$ cat config.mk
export PLATFORM = sky130hd
export DESIGN_NAME = irq_priority_ctrl_flat
export DESIGN_NICKNAME = d
export VERILOG_FILES = /design/src/rtl/irq_priority_ctrl_if.sv /design/src/rtl/irq_priority_ctrl.sv /design/src/flat_wrapper.sv
export SDC_FILE = /design/constraint.sdc
export NUM_CORES = 1
export LEC_CHECK = 0
export BUFFER_PORTS_ARGS = -buffer_cell sky130_fd_sc_hd__buf_2
export CAP_MARGIN = 15
export CORE_UTILIZATION = 45
export CTS_CLUSTER_DIAMETER = 80
export DETAILED_ROUTE_END_ITERATION = 8
export HOLD_SLACK_MARGIN = 0.03
export PLACE_DENSITY = 0.84
export SYNTH_ARGS = -nofsm -noshare
export SYNTH_HDL_FRONTEND = slang
export SYNTH_SLANG_ARGS = --single-unit
$ cat constraint.sdc
create_clock -name clk -period 2.3 [get_ports clk]
set_input_delay 0.115 -clock clk [delete_from_list [all_inputs] [get_ports clk]]
set_output_delay 0.115 -clock clk [all_outputs]
set_load 0.02 [all_outputs]
$ cat src/rtl/irq_priority_ctrl_if.sv
// irq_priority_ctrl_if: request/mask/handshake bundle between interrupt sources, consumer and irq_priority_ctrl
interface irq_priority_ctrl_if #(parameter int N = 8, parameter int IDW = 3);
  logic [N-1:0] irq;
  logic [N-1:0] mask;
  logic en;
  logic ack;
  logic eoi;
  logic req;
  logic [IDW-1:0] id;
  logic in_svc;
  logic [N-1:0] pend;
  modport master (output irq, mask, en, ack, eoi, input req, id, in_svc, pend);
  modport slave (input irq, mask, en, ack, eoi, output req, id, in_svc, pend);
endinterface

$ cat src/rtl/irq_priority_ctrl.sv
// irq_priority_ctrl: fixed-priority (bit N-1 highest) interrupt controller with req/ack/eoi handshake; IRQ_CTRL_LEVEL_EN selects level-sensitive pend
module irq_priority_ctrl #(
  parameter int N = 8,
  parameter int IDW = 3
) (
  input logic clk,
  input logic rst,
  irq_priority_ctrl_if.slave bus
);
  typedef enum logic [1:0] {IDLE, REQ, SERV} state_t;
  state_t state, state_n;
  logic [N-1:0] pend, pend_n, c;
  logic [IDW-1:0] id, id_n, win;
  assign c = pend & ~bus.mask;
  always_comb begin
    win = '0;
    for (int i = 0; i < N; i++) win = c[i] ? IDW'(i) : win;
  end
`ifdef IRQ_CTRL_LEVEL_EN
  assign pend_n = bus.irq;
`else
  logic [N-1:0] irq_d, clr;
  // a new edge on the acked source in the same cycle survives the clear
  assign clr = (state == REQ && bus.ack) ? N'(1) << id : '0;
  assign pend_n = (pend & ~clr) | (bus.irq & ~irq_d);
  always_ff @(posedge clk) irq_d <= rst ? '0 : bus.irq;
`endif
  always_comb begin
    state_n = state;
    id_n = id;
    case (state)
      IDLE: begin
        state_n = (bus.en && |c) ? REQ : IDLE;
        id_n = (bus.en && |c) ? win : id;
      end
      REQ: state_n = bus.ack ? SERV : (!bus.en ? IDLE : REQ);
      SERV: state_n = bus.eoi ? IDLE : SERV;
      default: state_n = IDLE;
    endcase
  end
  always_ff @(posedge clk) begin
    if (rst) begin
      state <= IDLE;
      id <= '0;
      pend <= '0;
    end else begin
      state <= state_n;
      id <= id_n;
      pend <= pend_n;
    end
  end
  assign bus.req = state == REQ;
  assign bus.in_svc = state == SERV;
  assign bus.id = id;
  assign bus.pend = pend;
endmodule

$ cat src/flat_wrapper.sv
// flat-port wrapper written by rule: the top's interface ports become plain ports
module irq_priority_ctrl_flat 
#(
  parameter int N = 8,
  parameter int IDW = 3
)
  (clk, rst, bus_irq, bus_mask, bus_en, bus_ack, bus_eoi, bus_req, bus_id, bus_in_svc, bus_pend);
  irq_priority_ctrl_if #(.N(N), .IDW(IDW)) bus_i ();
  input logic clk;
  input logic rst;
  input wire logic [$bits(bus_i.irq)-1:0] bus_irq;
  input wire logic [$bits(bus_i.mask)-1:0] bus_mask;
  input wire logic [$bits(bus_i.en)-1:0] bus_en;
  input wire logic [$bits(bus_i.ack)-1:0] bus_ack;
  input wire logic [$bits(bus_i.eoi)-1:0] bus_eoi;
  output wire logic [$bits(bus_i.req)-1:0] bus_req;
  output wire logic [$bits(bus_i.id)-1:0] bus_id;
  output wire logic [$bits(bus_i.in_svc)-1:0] bus_in_svc;
  output wire logic [$bits(bus_i.pend)-1:0] bus_pend;
  assign bus_i.irq = bus_irq;
  assign bus_i.mask = bus_mask;
  assign bus_i.en = bus_en;
  assign bus_i.ack = bus_ack;
  assign bus_i.eoi = bus_eoi;
  assign bus_req = bus_i.req;
  assign bus_id = bus_i.id;
  assign bus_in_svc = bus_i.in_svc;
  assign bus_pend = bus_i.pend;
  irq_priority_ctrl #(.N(N), .IDW(IDW)) u_core (.clk(clk), .rst(rst), .bus(bus_i));
endmodule
After elaboration in Yosys (flattened, before gate mapping):

Index checks and enable logic that the tools add are counted.

* mux-type cells: 13
* bitwise gates (word level): 7
* reductions and logical operators: 5
* shift-type cells: 1
* equal/unequal tests: 2

Operators with widths (number)
* $and A8 B8 Y8: 3
* $not A8 Y8: 3
* $mux W3: 6
* $mux W8: 1
* $or A8 B8 Y8: 1
* $reduce_or A8 Y1: 1
* $shl A1 B3 Y8 const A: 1
* $pmux W2 S3: 1
* $mux W2: 2
* $mux W1: 3
* $eq A2 B1 Y1 const B: 1
* $eq A2 B2 Y1 const B: 1
* $logic_and A1 B1 Y1: 2
* $logic_not A2 Y1: 1
* $reduce_and A2 Y1: 1

* output and inout port bits: 13
* bits of input ports: 21
* flip-flop bits (word level): 21
* word-level logic and storage cells: 32

Depth between registers and ports, before layout:

* word-level depth: 9
* depth in mapped cells: 4
* depth with buffers taken out: 4

Worst setup path before layout:

Ideal clock, no wire load.

* path kind: register -> register
* start point: register u_core.pend[2] (netlist: u_core.bus.pend[2])
* end point: register u_core.id[1] (netlist: u_core.bus.id[1])
* path buffers: 0
* stages on the path, launching flop included: 5
* library setup time: 0.123 ns
* data required time: 2.177 ns
* path slack: 0.955 ns
* clock period less this slack: 1.345 ns
* data arrival time: 1.222 ns
* cell sequence: dfxtp_1 nor2b_4 nand4bb_4 o21ai_1 mux2_1

* cells in the longest elaborated chain, start to end: 7
* elaborated cells on any way between the ends: 10
* those cells by class: mux: 6; bitwise: 1; reduce/logical: 3

RTL lines
* start, declared: RTL line irq_priority_ctrl.sv:12 `logic [N-1:0] pend, pend_n, c;`
* start signal, assigned: RTL line irq_priority_ctrl.sv:49 `pend <= pend_n;`
* $and A8 B8 Y8 *: RTL line irq_priority_ctrl.sv:14 `assign c = pend & ~bus.mask;`
* $mux W3 (6 in a row): RTL line irq_priority_ctrl.sv:17 `for (int i = 0; i < N; i++) win = c[i] ? IDW'(i) : win;`
* end signal, assigned: RTL line irq_priority_ctrl.sv:48 `id <= id_n;`
* end, declared: RTL line irq_priority_ctrl.sv:13 `logic [IDW-1:0] id, id_n, win;`

Every way passes the cells marked *; elsewhere a longest branch is shown, timed or not.
A chain may end at the register's enable or synchronous reset.

Final worst setup path:

* start point: register u_core.pend[3] (netlist: u_core.bus.pend[3])
* end point: register u_core.id[1] (netlist: u_core.bus.id[1])

* cells in the longest elaborated chain, start to end: 6
* elaborated cells on any way between the ends: 9
* those cells by class: mux: 5; bitwise: 1; reduce/logical: 3

RTL lines (RTL line)
* $and A8 B8 Y8 *: irq_priority_ctrl.sv:14
* $mux W3 (5 in a row): irq_priority_ctrl.sv:17

Marked as above.

==> flow_summary.ini <==
[layout]
nets = 154
drive_gt1_share_pct = 30.30
area_growth_pct = 24.79
fillCellCount = 165
n_antenna_cell = 0
stdcell_area_sq_um = 1134

[drt]
wl_microns = 1859
vias = 799
vias_per_cell = 5.089
routedWlPerCell_microns = 11.84
drcViolationCount = 0
drt_pass1_iterations = 4
drtIter0Drc = 11
ant_nets = 0

[grt]
grt_start_max_net_pins = 25
grt_pass1_wl_microns = 2967
grt_pass1_vias = 747
antenna_found_initial = 0
grt.total_usage_pct = 19.08
grt-ovfl-total = 0

[clock_network]
cts.sinks = 21
max-clock-path-buffers = 2
h-tree-depth = 1
cts_resized = 0
cts_tree = done
clkLatencyLatePin_ns = 0.29
cts-root-buf = clkbuf_4
clkTransAtPathRegs_ns = 0.11
post_cts_buffers = 0
cts_made_buffers = 3

[power]
p_leak_nw = 0.5022
p_seq_share_pct = 56.0
switching_share_pct = 27.88
intPower_w = 0.0005255
power_w = 0.0007287
p_comb_share_pct = 20.4
ir_worst_vdd_v = 0.0004410
clockPowerShare_pct = 23.5
p_switching_w = 0.0002032
p_per_area_nw_per_um2 = 642.9

[setup_path]
cp.required_ns = 2.49
critPathBufInv = 0
path_max_fanout = 4
worstSetupStartpoint = u_core.bus.pend[3]
critPathCaptureType = register
worstReg2RegEnd = u_core.bus.id[1]
path_delay_family = simple AND/OR/NAND/NOR gates
worstSetupEndpoint = u_core.bus.id[1]
timing.rr.start = u_core.bus.pend[3]
r2r_slack_ns = 0.94
path_class = register to register
critical_path.max_stage_delay_ns = 0.34
cp_cell_sequence = nor2b_2 -> nand4bb_4 -> o21ai_1 -> mux2_1
slowest_stage = mux2_1
cp-start-kind = register
cp.arrival_ns = 1.55
crit_cells = 4
ff2ff_path_depth = 4

[sta]
drv_slew = 0
rsz0062_at_grt = false
maxSlewHeadroom_pct = 72.86
timing.final.crit_period_ns = 1.363
fin_setup_tns_ns = 0
setup_viol = 0
period_share_pct = 59.28
max_freq_ghz = 0.7334
holdWs_ns = 0.03631
tightest_slew_ns = 0.4072
skew_ns = 0.004695
setup_ws_ns = 0.9366
hold_viol = 0

[floorplan]
die_width_microns = 46.93
ios = 34
rows = 15
start_util_pct = 50.42
die_area_sq_um = 2202
core-area_sq_um = 1802
die_y_microns = 46.93

[place]
numPortBuffers = 33
hpwl_microns = 1412
placed_area_sq_um = 1097
dp_slack_ns = 0.9836
gp_congestion = 0.7902

[synthesis]
synth_fp_nets = 117
ys_seq_elements = 21
synth_top_area_share_pct = 46.28
synth-edff-count = 0
yosysSeqAreaShare_pct = 46.28
syn_area_per_cell_sq_um = 9.462
ys_types = 30
synthFlopType = dfxtp_1
synthTopCellsByCount = 21 x dfxtp_1, 16 x nand2b_1, 11 x nor2b_1
yosys_warnings = 0
yosysTopAreaCell = dfxtp_1
async_flop_share_pct = 0
syn_area_sq_um = 908.4
synth.most_common_cell = dfxtp_1
synth_cells = 96
synth_top_cells_by_area = dfxtp_1 46%, nand2b_1 11%, nor2b_1 7.6%, a21oi_1 5.5%, o21ai_1 3.9%

[worst_hold_path]
hold_path_class = input pin to register
min_from = bus_irq[0]

[flow_run]
drv_cap = 0

[outcome]
status = finished, final reports clean
[timing repair]
| item | CTS | global route |
|---|---|---|
| hold endpoints to repair | 0 | 1 |
| endpoints found under the setup margin | 0 | 0 |
| hold buffers | 0 | 1 |
[power by group through the flow]
stage	Clock (W)	Sequential, W	Combinational (W)
floorplan	0	0.000433	0.0000772
global placement	0	0.000415	0.000144
detailed placement	0	0.000416	0.000148
CTS	0.000177	0.000407	0.000148
global route	0.000189	0.000412	0.000165
finish	0.000172	0.000408	0.000149
[worst min-delay path by stage]
stage / slack, ns / to / depth (start not counted)
finish: 0.04 / u_core.irq_d[0] / 2
global route: 0.05 / u_core.irq_d[6] / 2
CTS: 0.04 / u_core.irq_d[0] / 2
detailed placement: 0.35 / u_core.irq_d[0] / 2
global placement: 0.34 / u_core.irq_d[0] / 2
floorplan: 0.24 / u_core.irq_d[0] / 1
[metrics by stage]
| step | utilization [%] | cells |
|---|---|---|
| final | 62.92 | 157 |
| after global routing | 62.92 | 157 |
| after CTS | 62.36 | 156 |
| after detailed placement | 60.90 | 152 |
| after global placement | 60.90 | 152 |
| after floorplan | - | 96 |
[sequential cells by signal (all words and copies together), names as in the netlist]
name	cells
u_core.state	2
u_core.bus.pend	8
u_core.bus.id	3
u_core.irq_d	8
[layout by cell type (no fill, tap or decap), drive strengths merged, types with 2 or more instances in the layout]
master and instances:
buf 33, dfxtp 21, nand2b 16, nor2b 13, a21oi 10, o21ai 8
clkbuf 4, inv 3, nand3 2, o31ai 2, nand2 2
[layout make-up]
class	instances	area, sq um	area share [%]
clock buffers	4	26.28	2.318
flip-flops and latches	21	420.4	37.09
multi-input cells	70	469.2	41.39
well taps	25	31.28	2.759
repair buffers	34	175.2	15.45
inverters	3	11.26	0.9934
[metal layers]
| metal | wire length, microns | global-route usage (%) | vias to the layer above |
|---|---|---|---|
| met3 | 70 | 3.077 | 4 |
| met2 | 958 | 33.06 | 19 |
| li1 | - | - | 405 |
| met4 | 21 | 9.143 | 0 |
| met5 | 0 | 0 | - |
| met1 | 809 | 22.93 | 371 |
[logic make-up (layout without fill, tap and decap cells)]
family	Yosys count	after routing	share of synthesized area, %
flip-flops	21	21	46.28
AO/OA/AOI/OAI	28	28	18.87
multiplexers	1	1	1.240
buffers and inverters	5	41	2.066
AND/OR/NAND/NOR	41	41	31.55
(Power assumes the default switching activity.)
